`config.mk`:
```
export PLATFORM = sky130hd
export DESIGN_NAME = lcd_bus_receiver_flat
export DESIGN_NICKNAME = d
export VERILOG_FILES = /design/src/rtl/lcd_bus_receiver_if.sv /design/src/rtl/lcd_bus_receiver.sv /design/src/flat_wrapper.sv
export SDC_FILE = /design/constraint.sdc
export NUM_CORES = 1
export LEC_CHECK = 0
export CORE_UTILIZATION = 35
export CTS_CLUSTER_SIZE = 28
export DETAILED_ROUTE_END_ITERATION = 12
export MAX_ROUTING_LAYER = met4
export PLACE_DENSITY_LB_ADDON = 0.1
export SLEW_MARGIN = 20
export SYNTH_ARGS = -nofsm -noshare
export SYNTH_HDL_FRONTEND = slang
export SYNTH_SLANG_ARGS = --single-unit
```
`constraint.sdc`:
```
create_clock -name clk -period 1.6 [get_ports clk]
set_input_delay 0.24 -clock clk [delete_from_list [all_inputs] [get_ports clk]]
set_output_delay 0.24 -clock clk [all_outputs]
set_load 0.03 [all_outputs]
```
`src/rtl/lcd_bus_receiver_if.sv`:
```
// lcd_bus_receiver_if - LCD bus bundle between an MCU (master) and the
// lcd_bus_receiver model (slave).
//   lcd_dataout    MCU -> LCD nibble (DB7..DB4)
//   lcd_control    MCU -> LCD {E, RW, RS}
//   lcd_datain     LCD -> MCU nibble returned on read strobes
//   byte_data      last assembled byte
//   byte_rs        RS of last assembled byte (0 = command, 1 = data)
//   byte_valid     one-cycle pulse, byte_data/byte_rs updated
//   rs_error       one-cycle pulse, RS mismatch between nibbles
//   busy           modelled LCD busy flag
//   busy_violation one-cycle pulse, write strobe completed while busy
interface lcd_bus_receiver_if;
    logic [3:0] lcd_dataout;
    logic [2:0] lcd_control;
    logic [3:0] lcd_datain;
    logic [7:0] byte_data;
    logic       byte_rs;
    logic       byte_valid;
    logic       rs_error;
    logic       busy;
    logic       busy_violation;

    modport master (
        output lcd_dataout, lcd_control,
        input  lcd_datain, byte_data, byte_rs, byte_valid, rs_error, busy, busy_violation
    );

    modport slave (
        input  lcd_dataout, lcd_control,
        output lcd_datain, byte_data, byte_rs, byte_valid, rs_error, busy, busy_violation
    );
endinterface

```
`src/rtl/lcd_bus_receiver.sv`:
```
// lcd_bus_receiver - receiver model of a 4-bit HD44780-style LCD bus.
// Detects falling edges of E, assembles high/low nibble pairs into bytes,
// flags RS mismatches between nibbles, and answers read strobes.
//   clk    rising-edge clock shared with the MCU
//   clear  asynchronous active-high reset
//   bus    lcd_bus_receiver_if.slave (see interface for signal list)
// Parameter BUSY_CYCLES (1..65535): busy duration after each assembled byte.
// Optional feature: define LCD_BUSY_MODEL_EN to enable the busy-flag counter;
// without it busy/busy_violation are tied low.
module lcd_bus_receiver #(
    parameter int unsigned BUSY_CYCLES = 40
) (
    input logic              clk,
    input logic              clear,
    lcd_bus_receiver_if.slave bus
);

    localparam logic [0:0] StHi = 1'b0;
    localparam logic [0:0] StLo = 1'b1;

    if (BUSY_CYCLES < 1 || BUSY_CYCLES > 65535) begin : g_bad_busy_cycles
        $error("BUSY_CYCLES out of range 1..65535");
    end

    logic e_in, rw_in, rs_in;
    assign e_in  = bus.lcd_control[2];
    assign rw_in = bus.lcd_control[1];
    assign rs_in = bus.lcd_control[0];

    logic       e_q, e_d;
    logic [3:0] nib_q, nib_d;
    logic       rs_lat_q, rs_lat_d;
    logic       rw_lat_q, rw_lat_d;
    logic [0:0] state_q, state_d;
    logic [3:0] hi_nib_q, hi_nib_d;
    logic       hi_rs_q, hi_rs_d;
    logic [7:0] byte_data_q, byte_data_d;
    logic       byte_rs_q, byte_rs_d;
    logic       byte_valid_q, byte_valid_d;
    logic       rs_error_q, rs_error_d;
    logic       rd_phase_q, rd_phase_d;
    logic       busy;

    // Strobe end uses the bus values latched in the last E=1 cycle.
    logic strobe_end, wr_strobe, rd_strobe;
    assign strobe_end = e_q & ~e_in;
    assign wr_strobe  = strobe_end & ~rw_lat_q;
    assign rd_strobe  = strobe_end & rw_lat_q;

    always_comb begin
        e_d          = e_in;
        nib_d        = nib_q;
        rs_lat_d     = rs_lat_q;
        rw_lat_d     = rw_lat_q;
        state_d      = state_q;
        hi_nib_d     = hi_nib_q;
        hi_rs_d      = hi_rs_q;
        byte_data_d  = byte_data_q;
        byte_rs_d    = byte_rs_q;
        byte_valid_d = 1'b0;
        rs_error_d   = 1'b0;
        rd_phase_d   = rd_phase_q;

        if (e_in) begin
            nib_d    = bus.lcd_dataout;
            rs_lat_d = rs_in;
            rw_lat_d = rw_in;
        end

        if (rd_strobe) begin
            rd_phase_d = ~rd_phase_q;
        end

        if (wr_strobe) begin
            if (state_q == StHi) begin
                hi_nib_d = nib_q;
                hi_rs_d  = rs_lat_q;
                state_d  = StLo;
            end else if (rs_lat_q == hi_rs_q) begin
                byte_data_d  = {hi_nib_q, nib_q};
                byte_rs_d    = rs_lat_q;
                byte_valid_d = 1'b1;
                state_d      = StHi;
            end else begin
                // Resynchronise: the mismatching nibble becomes the new high nibble.
                rs_error_d = 1'b1;
                hi_nib_d   = nib_q;
                hi_rs_d    = rs_lat_q;
            end
        end
    end

    always_ff @(posedge clk or posedge clear) begin
        if (clear) begin
            e_q          <= 1'b0;
            nib_q        <= 4'h0;
            rs_lat_q     <= 1'b0;
            rw_lat_q     <= 1'b0;
            state_q      <= StHi;
            hi_nib_q     <= 4'h0;
            hi_rs_q      <= 1'b0;
            byte_data_q  <= 8'h00;
            byte_rs_q    <= 1'b0;
            byte_valid_q <= 1'b0;
            rs_error_q   <= 1'b0;
            rd_phase_q   <= 1'b0;
        end else begin
            e_q          <= e_d;
            nib_q        <= nib_d;
            rs_lat_q     <= rs_lat_d;
            rw_lat_q     <= rw_lat_d;
            state_q      <= state_d;
            hi_nib_q     <= hi_nib_d;
            hi_rs_q      <= hi_rs_d;
            byte_data_q  <= byte_data_d;
            byte_rs_q    <= byte_rs_d;
            byte_valid_q <= byte_valid_d;
            rs_error_q   <= rs_error_d;
            rd_phase_q   <= rd_phase_d;
        end
    end

`ifdef LCD_BUSY_MODEL_EN
    localparam logic [15:0] BusyLoad = 16'(BUSY_CYCLES);

    logic [15:0] busy_cnt_q, busy_cnt_d;
    logic        busy_violation_q, busy_violation_d;

    always_comb begin
        busy_cnt_d = busy_cnt_q;
        if (byte_valid_q) begin
            busy_cnt_d = BusyLoad;
        end else if (busy_cnt_q != 16'd0) begin
            busy_cnt_d = busy_cnt_q - 16'd1;
        end
        // Violating writes are still captured by the FSM above.
        busy_violation_d = wr_strobe & busy;
    end

    always_ff @(posedge clk or posedge clear) begin
        if (clear) begin
            busy_cnt_q       <= 16'd0;
            busy_violation_q <= 1'b0;
        end else begin
            busy_cnt_q       <= busy_cnt_d;
            busy_violation_q <= busy_violation_d;
        end
    end

    assign busy               = (busy_cnt_q != 16'd0);
    assign bus.busy_violation = busy_violation_q;
`else
    assign busy               = 1'b0;
    assign bus.busy_violation = 1'b0;
`endif

    assign bus.busy       = busy;
    assign bus.byte_data  = byte_data_q;
    assign bus.byte_rs    = byte_rs_q;
    assign bus.byte_valid = byte_valid_q;
    assign bus.rs_error   = rs_error_q;
    // Status read: busy flag on the high-nibble phase, zero on the low phase.
    assign bus.lcd_datain = (e_in && rw_in && !rd_phase_q) ? {busy, 3'b000} : 4'h0;

endmodule

```
`src/flat_wrapper.sv`:
```
// flat-port wrapper written by rule: the top's interface ports become plain ports
module lcd_bus_receiver_flat 
#(
    parameter int unsigned BUSY_CYCLES = 40
)
  (clk, clear, bus_lcd_dataout, bus_lcd_control, bus_lcd_datain, bus_byte_data, bus_byte_rs, bus_byte_valid, bus_rs_error, bus_busy, bus_busy_violation);
  lcd_bus_receiver_if bus_i ();
  input logic clk;
  input logic clear;
  input wire logic [$bits(bus_i.lcd_dataout)-1:0] bus_lcd_dataout;
  input wire logic [$bits(bus_i.lcd_control)-1:0] bus_lcd_control;
  output wire logic [$bits(bus_i.lcd_datain)-1:0] bus_lcd_datain;
  output wire logic [$bits(bus_i.byte_data)-1:0] bus_byte_data;
  output wire logic [$bits(bus_i.byte_rs)-1:0] bus_byte_rs;
  output wire logic [$bits(bus_i.byte_valid)-1:0] bus_byte_valid;
  output wire logic [$bits(bus_i.rs_error)-1:0] bus_rs_error;
  output wire logic [$bits(bus_i.busy)-1:0] bus_busy;
  output wire logic [$bits(bus_i.busy_violation)-1:0] bus_busy_violation;
  assign bus_i.lcd_dataout = bus_lcd_dataout;
  assign bus_i.lcd_control = bus_lcd_control;
  assign bus_lcd_datain = bus_i.lcd_datain;
  assign bus_byte_data = bus_i.byte_data;
  assign bus_byte_rs = bus_i.byte_rs;
  assign bus_byte_valid = bus_i.byte_valid;
  assign bus_rs_error = bus_i.rs_error;
  assign bus_busy = bus_i.busy;
  assign bus_busy_violation = bus_i.busy_violation;
  lcd_bus_receiver #(.BUSY_CYCLES(BUSY_CYCLES)) u_core (.clk(clk), .clear(clear), .bus(bus_i));
endmodule
```
Word level (Yosys, flattened, before mapping)
Cells that the tools add are included.
{ "totals": {"register_bits": 24, "in_bits": 9, "output_inout_bits": 17, "elab_cells": 30} }
{ "classes": {"n_eq_ne": 2, "mux": 11, "n_bitwise": 4, "reduce_logical": 2} }
{ "op_table": {"columns": ["op", "n"], "rows": [
  ["$mux W1", 9],
  ["$mux W4", 2],
  ["$reduce_and A3 Y1", 1],
  ["$and A1 B1 Y1", 2],
  ["$ne A2 B2 Y1 const B", 1],
  ["$not A1 Y1", 2],
  ["$reduce_and A2 Y1", 1],
  ["$eq A1 B1 Y1", 1]
]} }

Longest topological paths before layout
Gate-level depths: netlist (run 1).
{ "logic_depth": {"word_depth": 4, "depth_mapped": 4} }

Worst setup path after synthesis (run 1)
OpenSTA, ideal clock, no wires.
{ "synth_path": {"kind": "register to register", "startpoint": "register u_core.rw_lat_q", "endpoint": "register u_core.hi_nib_q[0]", "setup_ns": 0.128, "arrival_ns": 1.263, "required_ns": 1.472, "setup_slack_ns": 0.210, "path_stages_with_launch": 4, "path_cell_list": "dfrtp_1 -> nor3b_4 -> a21boi_4 -> mux2_1"} }
{ "synth_between": {"elab_chain_len": 3} }
{ "synth_lines": {"columns": ["element", "line_no", "source"], "rows": [
  ["start: declaration", "lcd_bus_receiver.sv:33", "logic rw_lat_q, rw_lat_d;"],
  ["start signal: assignment", "lcd_bus_receiver.sv:111", "rw_lat_q <= rw_lat_d;"],
  ["$not A1 Y1", "lcd_bus_receiver.sv:47", "assign wr_strobe = strobe_end & ~rw_lat_q;"],
  ["$and A1 B1 Y1", "lcd_bus_receiver.sv:47", null],
  ["$reduce_and A2 Y1 (no line)", null, null],
  ["end signal: assignment", "lcd_bus_receiver.sv:113", "hi_nib_q <= hi_nib_d;"],
  ["end: declaration", "lcd_bus_receiver.sv:35", "logic [3:0] hi_nib_q, hi_nib_d;"]
]} }
Every way passes these cells.
A chain may end at the register's enable or synchronous reset.

Worst setup path after layout (run 1)
{ "layout_path": {"startpoint": "register u_core.rs_error_q, in the netlist u_core.bus.rs_error", "endpoint": "output port bus_rs_error"} }
{ "layout_lines": {"columns": ["element", "line_no", "source"], "rows": [
  ["start: declaration", "lcd_bus_receiver.sv:40", "logic rs_error_q, rs_error_d;"],
  ["start signal: assignment", "lcd_bus_receiver.sv:118", "rs_error_q <= rs_error_d;"],
  ["end: declaration", "flat_wrapper.sv:16", "output wire logic [$bits(bus_i.rs_error)-1:0] bus_rs_error;"]
]} }
No word-level cell between the ends.

==> summary.md, run 1 <==
| Metric | Value |
|---|---|
| Met3 Usage GRT | `4.92%` |
| Final Util | `48.7%` |
| Final hold vios | `0` |
| Ant. Diodes | `0` |
| IO Pins | `26` |
| WL final | `1440 um` |
| Pre-CTS setup slack | `-95.0 ps` |
| DP Area | `0.00121 mm^2` |
| Total congestion overflow | `0` |
| Final Max Tran Viols | `0` |
| Crit path capture type | `output port` |
| CTS tree | `done` |
| Synth warn | `0` |
| Worst skew pair latency | `300 ps` |
| H-tree depth | `1` |
| Root Driver | `clkbuf_4` |
| RSZ-0062 raised after global routing | `false` |
| Hold_ws | `264 ps` |
| Vias in the first global route | `519` |
| DR WL/cell | `12.1 um` |
| Min-Delay Path Class | `input pin to asynchronous set/reset pin` |
| Largest net degree at the start of global routing | `25` |
| Finished Layout Cells | `119` |
| PwrDens | `1470 mW/mm^2` |
| Worst Setup EP | `bus_rs_error` |
| CP top delay family | `buffers and inverters` |
| Leakage | `0.631 nW` |
| Tmin final | `1540 ps` |
| Core region area | `0.00257 mm^2` |
| Syn Std Cell Area | `993 um^2` |
| Longest Clk Path Bufs | `2` |
| Met2 Use GR | `15.8%` |
| Worst path slowest cell | `clkdlybuf4s50_1` |
| Cells on worst reg2reg path | `3` |
| Die Y-Extent | `55.3 um` |
| CP Launch Type | `register` |
| Fin area | `0.00125 mm^2` |
| Buf/Inv on CP | `1` |
| Initial antenna violation count | `0` |
| Clock skew | `7.41 ps` |
| Critical R2R Launch | `u_core.rs_lat_q` |
| Vias | `554` |
| HPWL Detailed | `1070 um` |
| Fmax | `650 MHz` |
| DRC violation count after routing | `0` |
| GR Util met1 | `13.7%` |
| Worst r2r dst | `u_core.bus.byte_data[3]` |
| Flops & latches, synth | `24` |
| Setup Fix Bufs, Post-CTS | `0` |
| Global Route Usage Sum | `10.8%` |
| Synth cell types | `18` |
| Vias per inst | `4.66` |
| Final Net Count | `100` |
| Critical path data required time | `1360 ps` |
| CP startpoint | `u_core.bus.rs_error` |
| Initial Utilization | `38.7%` |
| Max Cap Viol | `0` |
| Worst-path cell chain | `clkdlybuf4s50_1` |
| Initial DRC count | `6` |
| Setup violations, final | `0` |
| First-pass GRT wire length | `2460 um` |
| WP depth | `1` |
| Setup_tns | `0 ps` |
| Die Wd | `55.3 um` |
| RePlAce Congestion | `0.661` |
| Slowest stage delay, CP | `660 ps` |
| Hold-fix buffer count after cts | `0` |
| Worst Path Arrival | `1300 ps` |
| First-pass DRT Iterations | `4` |
| Area Growth Syn to Fin | `25.9%` |
| Final worst slack | `61.5 ps` |
| Mapped Cells | `65` |
| Total CTS buffers | `3` |
| R2R setup slack | `190 ps` |
| Port buffer count | `19` |
| Outcome | `complete, no violations` |
| Post-synthesis area per instance | `15.3 um^2` |
| Worst vdd ir | `707 uV` |
| Critical path class | `register to output port` |
| Overall power | `1.83 mW` |
| Detail Route Antenna Nets | `0` |
| CP max FO | `1` |
| Placed Cells | `116` |
| Die area | `0.00306 mm^2` |
| Std-Cell Rows | `18` |
| Clk sinks | `24` |
| Proportion of layout cells with a drive suffix above 1 | `28.1%` |
| Clock slew at reported path FFs | `120 ps` |
| Tcrit/Tclk final | `96.2%` |
| Sequential cell area fraction in the yosys report | `60.5%` |
| GR peak layer | `met2` |
==> cell families after synthesis <==
group / synth area share [%]
flip-flops: 60.5
multiplexers: 20.4
buffers and inverters: 6.80
AO/OA/AOI/OAI: 4.79
AND/OR/NAND/NOR: 5.54
XOR/XNOR: 1.64
other: 0.377
==> cell usage after synthesis, drive strengths merged <==
library cell	count	area share (%)
inv	3	1.1
a21oi	1	0.50
mux2	18	20
xnor2	1	1.6
nor2	1	0.38
nand2	1	0.38
conb	1	0.38
buf	7	5.7
o21a	1	0.76
nand4bb	1	1.1
nand3	1	1.8
o21ai	2	1.0
a31oi	1	0.63
dfrtp	24	60
nor3b	1	1.9
a21boi	1	1.9
==> power breakdown <==
group / total, mW / internal, mW / switching [mW]
Clock: 0.249 / 0.0878 / 0.161
Combinational: 0.681 / 0.321 / 0.360
Sequential: 0.904 / 0.791 / 0.113
==> worst min-delay path: stages <==
cell and delay, ps:
clkdlybuf4s50_1 400, inv_1 50, buf_4 290
==> state kept, by name (all words and copies together), names as in the netlist <==
signal / flops
u_core.rs_lat_q: 1
u_core.hi_rs_q: 1
u_core.state_q: 1
u_core.bus.byte_data: 8
u_core.rw_lat_q: 1
u_core.bus.byte_valid: 1
u_core.bus.rs_error: 1
u_core.e_q: 1
u_core.bus.byte_rs: 1
u_core.hi_nib_q: 4
u_core.nib_q: 4
==> worst min path at each step <==
stage / end / slack, ps / cells past startpoint
2_1_floorplan: u_core.bus.byte_data[0] / 250 / 1
5_1_grt: u_core.bus.byte_rs / 290 / 3
4_1_cts: u_core.hi_rs_q / 280 / 3
3_5_place_dp: u_core.hi_nib_q[3] / 470 / 1
6_report: u_core.bus.byte_rs / 260 / 3
3_3_place_gp: u_core.hi_nib_q[0] / 460 / 1
==> timing repair <==
item,CTS,global route
setup endpoints to repair,2,7
resized for setup,2,7
cloned,0,0
endpoints found under the hold margin,0,0
==> placed cells by master, fill, tap and decap left out <==
cell	instances
clkdlybuf4s50_1	10
nor3b_4	1
nand2_1	1
mux2_2	14
inv_1	3
mux2_1	4
conb_1	6
xnor2_2	1
o21ai_0	2
nand4bb_1	1
a21boi_4	1
a31oi_1	1
nor2_1	1
buf_4	4
dlygate4sd2_1	2
nand3_4	1
a21oi_1	1
clkbuf_4	3
o21a_1	1
dlymetal6s2s_1	7
dfrtp_1	24
==> final cells by class <==
cell class,count,area (um^2)
fillers,243,1320
flip-flops and latches,24,601
multi-input cells,36,344
repair buffers,23,235
well taps,30,37.5
clock buffers,3,22.5
inverters,3,11.3
==> layer usage <==
layer	share of wire (%)	routed length (um)
met2	46	654
met1	47	679
met3	6.5	93
met4	0.70	10
met5	0	0
Power figures use the tool's default switching activity.
==> run 2: changes to the inputs <==
--- a/config.mk
+++ b/config.mk
@@ -8,6 +8,7 @@
 export CORE_UTILIZATION = 35
 export CTS_CLUSTER_SIZE = 28
 export DETAILED_ROUTE_END_ITERATION = 12
+export GPL_TIMING_DRIVEN = 0
 export MAX_ROUTING_LAYER = met4
 export PLACE_DENSITY_LB_ADDON = 0.1
 export SLEW_MARGIN = 20
==> run 2 against run 1 <==
Effect of this change:
- clock skew down 3.0 ps
- count of clock-buffer cells in the layout up 1
- cell area up 4.4%
- sequential power about the same
- register-to-register slack better by 20 ps
- worst hold slack better by 140 ps
- power up 3.8%
- utilization up 2.1 points
- critical path type unchanged
==> summary.md, run 2 (synthesized netlist as in run 1, its figures left out) <==
| Metric | Value |
|---|---|
| DR WL met3 | `78 um` |
| Met1 wire length | `660 um` |
| Setup violations, final | `0` |
| Initial DRC count | `0` |
| Port buffer count | `19` |
| Critical path data required time | `1360 ps` |
| Max Cap Viol | `0` |
| Worst-path cell chain | `clkdlybuf4s50_1` |
| Pre-CTS setup slack | `-370 ps` |
| Die Y-Extent | `55.3 um` |
| RSZ-0062 raised after global routing | `false` |
| Longest Clk Path Bufs | `2` |
| Fin area | `0.00131 mm^2` |
| RePlAce Congestion | `0.689` |
| Vias in the first global route | `551` |
| CP max FO | `2` |
| Clock slew at reported path FFs | `130 ps` |
| Die area | `0.00306 mm^2` |
| Commonest non-fill, non-tap cell in the layout | `dfrtp_1` |
| Clock skew | `4.41 ps` |
| Setup_tns | `0 ps` |
| Area Growth Syn to Fin | `31.5%` |
| Critical R2R Launch | `u_core.rs_lat_q` |
| Root Driver | `clkbuf_4` |
| Cells on worst reg2reg path | `3` |
| Top Layer Used | `met4` |
| Hold-fix buffer count after cts | `0` |
| Vias per inst | `4.46` |
| Worst skew pair latency | `300 ps` |
| Worst vdd ir | `861 uV` |
| Ant. Diodes | `0` |
| Worst Path Arrival | `1310 ps` |
| Total CTS buffers | `3` |
| HPWL Detailed | `998 um` |
| Final Net Count | `105` |
| Fmax | `643 MHz` |
| PwrDens | `1460 mW/mm^2` |
| First-pass DRT Iterations | `1` |
| Crit path capture type | `output port` |
| Slowest stage delay, CP | `660 ps` |
| Routed met2 length | `688 um` |
| Overall power | `1.90 mW` |
| WL final | `1440 um` |
| Total congestion overflow | `0` |
| Final hold vios | `0` |
| Worst r2r dst | `u_core.bus.byte_data[2]` |
| DR WL/cell | `11.6 um` |
| Worst path slowest cell | `clkdlybuf4s50_1` |
| Largest net degree at the start of global routing | `25` |
| Finished Layout Cells | `125` |
| Most frequent cells in the layout | `dfrtp_1 (24), mux2_2 (14), clkdlybuf4s50_1 (10), buf_4 (8), dlymetal6s2s_1 (7)` |
| Max reg flops | `8` |
| Std-Cell Rows | `18` |
| Proportion of layout cells with a drive suffix above 1 | `32.6%` |
| Initial antenna violation count | `0` |
| Outcome | `complete, no violations` |
| Worst slew margin | `41.5%` |
| Least-Margin Pin Slew | `876 ps` |
| Detail Route Antenna Nets | `0` |
| Global Route Usage Sum | `10.4%` |
| Buf/Inv on CP | `1` |
| Initial Utilization | `38.7%` |
| Tcrit/Tclk final | `97.2%` |
| Die Wd | `55.3 um` |
| Critical path class | `register to output port` |
| CP Launch Type | `register` |
| Placed Cells | `119` |
| First-pass GRT wire length | `2390 um` |
| Clk sinks | `24` |
| Min-Delay Path Class | `input pin to asynchronous set/reset pin` |
| DRC violation count after routing | `0` |
| Leakage | `0.675 nW` |
| Final worst slack | `45.1 ps` |
| R2R setup slack | `210 ps` |
| IO Pins | `26` |
| DP Area | `0.00124 mm^2` |
| Vias | `558` |
| CP top delay family | `buffers and inverters` |
| H-tree depth | `1` |
| Core region area | `0.00257 mm^2` |
| Tmin final | `1550 ps` |
| CTS tree | `done` |
| Final Max Tran Viols | `0` |
[run 2: cell types whose count changed in the layout (fill, tap and decap cells not counted)]
cell      before  now
buf_4          4    8
buf_6          0    1
clkbuf_8       0    1
[run 2: worst max path at each step]
stage,startpoint,end,slack (ps),cells after the start
after CTS,u_core.bus.byte_data[0],bus_byte_data[0],2,1
after detailed placement,bus_lcd_control[2],u_core.hi_nib_q[2],-370,5
after global placement,bus_lcd_control[2],u_core.hi_nib_q[1],-350,5
after floorplan,u_core.rw_lat_q,u_core.hi_nib_q[0],210,3
after global routing,u_core.bus.byte_data[3],bus_byte_data[3],7,1
final,u_core.bus.byte_data[3],bus_byte_data[3],50,1
[run 2: metal layers]
metal / GRT usage [%] / vias to the layer above
met5: - / -
met4: 5.36 / 0
met3: 2.34 / 2
met2: 16.5 / 15
met1: 12.3 / 270
li1: - / 271
[run 2: what timing repair did]
action                     4_1_cts  5_1_grt
setup endpoints to repair        6        7
pin swaps                        1        0
buffers inserted                 2        0
gates resized for setup          2        7
cloned                           0        0
[run 2: metrics by stage]
stage | hold slack [ps] | util, %
3_5_place_dp | 475 | 48.3
6_report | 408 | 50.9
4_1_cts | 409 | 50.2
5_1_grt | 395 | 50.9
2_1_floorplan | 255 | -
3_3_place_gp | 465 | 48.3
[run 2: final cells by class]
type	instances	area [um^2]
Clock buffer	4	36.3
Inverter	3	11.3
Multi-Input combinational cell	36	344
Buffer	7	56.3
Timing Repair Buffer	21	220
Fill cell	243	1260
Sequential cell	24	601
Tap cell	30	37.5
[run 2: report_power, final]
part | internal, mW | leakage [nW] | total [mW] | switching, mW
clock | 0.139 | 0.0210 | 0.309 | 0.170
sequential | 0.791 | 0.292 | 0.903 | 0.112
combinational | 0.332 | 0.362 | 0.692 | 0.361
==> run 3: changes to the inputs <==
--- a/config.mk
+++ b/config.mk
@@ -5,6 +5,8 @@
 export SDC_FILE = /design/constraint.sdc
 export NUM_CORES = 1
 export LEC_CHECK = 0
+export CELL_PAD_IN_SITES_DETAIL_PLACEMENT = 0
+export CELL_PAD_IN_SITES_GLOBAL_PLACEMENT = 1
 export CORE_UTILIZATION = 35
 export CTS_CLUSTER_SIZE = 28
 export DETAILED_ROUTE_END_ITERATION = 12
==> run 3 against run 2 <==
Effect of this change:
- sequential power about the same
- flip-flop and latch count did not move
- via count up 2.3%
- cell area about the same
- worst hold slack lost 14 ps
- critical path depth up 4
- fmax grew 2.2%
- count of clock-buffer cells in the layout shrank 1
- global-route usage is 1.7 points higher
- sequential share of layout area about the same
- clock skew decreased by 2.9 ps
- final cell count down 0.80%
- critical path type is now input pin to register
- critical endpoint is now u_core.hi_nib_q[1]
==> summary.md, run 3 (synthesized netlist as in run 1, its figures left out) <==
| Metric | Value |
|---|---|
| Tmin final | `1520 ps` |
| Die Wd | `55.3 um` |
| HPWL Detailed | `1070 um` |
| Core region area | `0.00257 mm^2` |
| Hold-fix buffer count after cts | `0` |
| Min-Delay Path Class | `input pin to register` |
| Buf/Inv on CP | `2` |
| Least-Margin Pin Slew | `896 ps` |
| CP max FO | `9` |
| Final hold vios | `0` |
| Global Route Usage Sum | `12.1%` |
| Clock network fraction of total power | `21.8%` |
| Slowest stage delay, CP | `430 ps` |
| Tcrit/Tclk final | `95.1%` |
| Placed Cells | `119` |
| Worst skew pair latency | `320 ps` |
| Leakage | `0.669 nW` |
| Most frequent cells in the layout | `dfrtp_1 (24), mux2_2 (14), clkdlybuf4s50_1 (8), buf_4 (7)` |
| DR WL/cell | `12.1 um` |
| Longest Clk Path Bufs | `2` |
| Largest net degree at the start of global routing | `25` |
| Clock skew | `1.54 ps` |
| Max reg flops | `8` |
| Initial antenna violation count | `0` |
| Combinational cell fraction of total power | `33.2%` |
| Final Util | `50.8%` |
| PwrDens | `1530 mW/mm^2` |
| DRC violation count after routing | `0` |
| Crit path capture type | `register` |
| CP top delay family | `buffers and inverters` |
| Std-Cell Rows | `18` |
| Fill cells | `246` |
| Sw Share | `32.9%` |
| CTS tree | `done` |
| Hold_ws | `394 ps` |
| Worst-path cell chain | `clkdlybuf4s50_1, buf_6, nor3b_4, a21boi_4, mux2_1` |
| Outcome | `complete, no violations` |
| Root Driver | `clkbuf_4` |
| Clock slew at reported path FFs | `130 ps` |
| Commonest non-fill, non-tap cell in the layout | `dfrtp_1` |
| First-pass DRT Iterations | `3` |
| Worst vdd ir | `1030 uV` |
| Sw Pwr | `658 uW` |
| Port buffer count | `19` |
| Final Max Tran Viols | `0` |
| Vias in the first global route | `592` |
| Vias | `571` |
| Final Net Count | `104` |
| Total CTS buffers | `3` |
| RePlAce Congestion | `0.648` |
| Max Cap Viol | `0` |
| Proportion of layout cells with a drive suffix above 1 | `31.9%` |
| Worst path slowest cell | `clkdlybuf4s50_1` |
| Pint | `1.34 mW` |
| First-pass GRT wire length | `2730 um` |
| CP Launch Type | `input pin` |
| Die Y-Extent | `55.3 um` |
| Detail Route Antenna Nets | `0` |
| Ant. Diodes | `0` |
| Setup violations, final | `0` |
| Reg power frac | `45.0%` |
| WL final | `1500 um` |
| Clk sinks | `24` |
| Finished Layout Cells | `124` |
| Critical path class | `input pin to register` |
| Total congestion overflow | `0` |
| H-tree depth | `1` |
| Initial Utilization | `38.7%` |
| Worst slew margin | `40.2%` |
| Worst Path Arrival | `1740 ps` |
| Fmax | `657 MHz` |
| Area Growth Syn to Fin | `31.4%` |
| Critical path data required time | `1810 ps` |
| Initial DRC count | `3` |
| Die area | `0.00306 mm^2` |
| IO Pins | `26` |
| Vias per inst | `4.60` |
==> run 3: cell count changes in the layout (fill, tap and decap cells not counted) <==
cell,before,now
buf_4,8,7
bufinv_16,0,1
clkbuf_8,1,0
clkdlybuf4s50_1,10,8
dlygate4sd2_1,2,6
dlymetal6s2s_1,7,5
==> run 3: path summary, 6_finish.rpt <==
kind                               startpoint                      end  slack, ps  cells past startpoint
min                        bus_lcd_control[2]               u_core.e_q        390                      1
min in group asynchronous               clear    u_core.bus.byte_valid        400                      2
min reg2reg                u_core.hi_nib_q[2]       u_core.hi_nib_q[2]        500                      1
max in group asynchronous               clear  u_core.bus.byte_data[1]        650                      2
max reg2reg                   u_core.rw_lat_q       u_core.hi_nib_q[1]        120                      3
max                        bus_lcd_control[2]       u_core.hi_nib_q[1]         80                      5
==> run 3: what timing repair did <==
action                                  4_1_cts  5_1_grt
buffers inserted                              0        1
endpoints found under the hold margin         0        0
resized for setup                             6        5
endpoints found under the setup margin        6        9
pin swaps                                     0        1
==> run 3: layout make-up <==
cell class | instances | area, um^2 | share of cell area, %
sequential | 24 | 601 | 46.0
multi-input combinational | 36 | 344 | 26.4
timing repair buffer | 20 | 203 | 15.5
buffer | 7 | 56.3 | 4.31
tap | 30 | 37.5 | 2.88
clock inverter | 1 | 30.0 | 2.30
clock buffer | 3 | 22.5 | 1.73
inverter | 3 | 11.3 | 0.863
==> run 3: through the flow <==
step / setup WS, ps / power (mW) / instance area (um^2) / setup TNS, ps
final: 78.2 / 2.00 / 1310 / 0
after global routing: -1.53 / 2.12 / 1310 / -1.53
after CTS: 0.552 / 2.03 / 1280 / 0
after detailed placement: -344 / 1.65 / 1240 / -3180
after global placement: -330 / 1.62 / 1240 / -3030
after floorplan: 210 / 1.36 / 1010 / 0
==> run 3: worst register-to-register path: cells and delay by family (launching register included) <==
| family | cells | cell delay (ps) |
|---|---|---|
| compound gates | 1 | 300 |
| flops | 1 | 440 |
| mux | 1 | 340 |
| simple gates | 1 | 300 |
==> run 3: power by group through the flow <==
stage | Clock [mW] | Sequential, mW | Combinational, mW
global route | 0.472 | 0.937 | 0.709
global placement | 0 | 0.914 | 0.710
CTS | 0.447 | 0.908 | 0.679
detailed placement | 0 | 0.925 | 0.721
finish | 0.436 | 0.901 | 0.666
floorplan | 0 | 1.11 | 0.251
==> run 3: routing by layer <==
layer | vias to the layer above | part of all wire, % | track usage, % | wire length (um)
met1 | 277 | 46 | 15.0 | 682
met2 | 21 | 45 | 17.6 | 680
met5 | - | 0 | - | 0
met4 | 0 | 1.7 | 4.29 | 26
li1 | 269 | - | - | -
met3 | 4 | 7.1 | 5.15 | 106
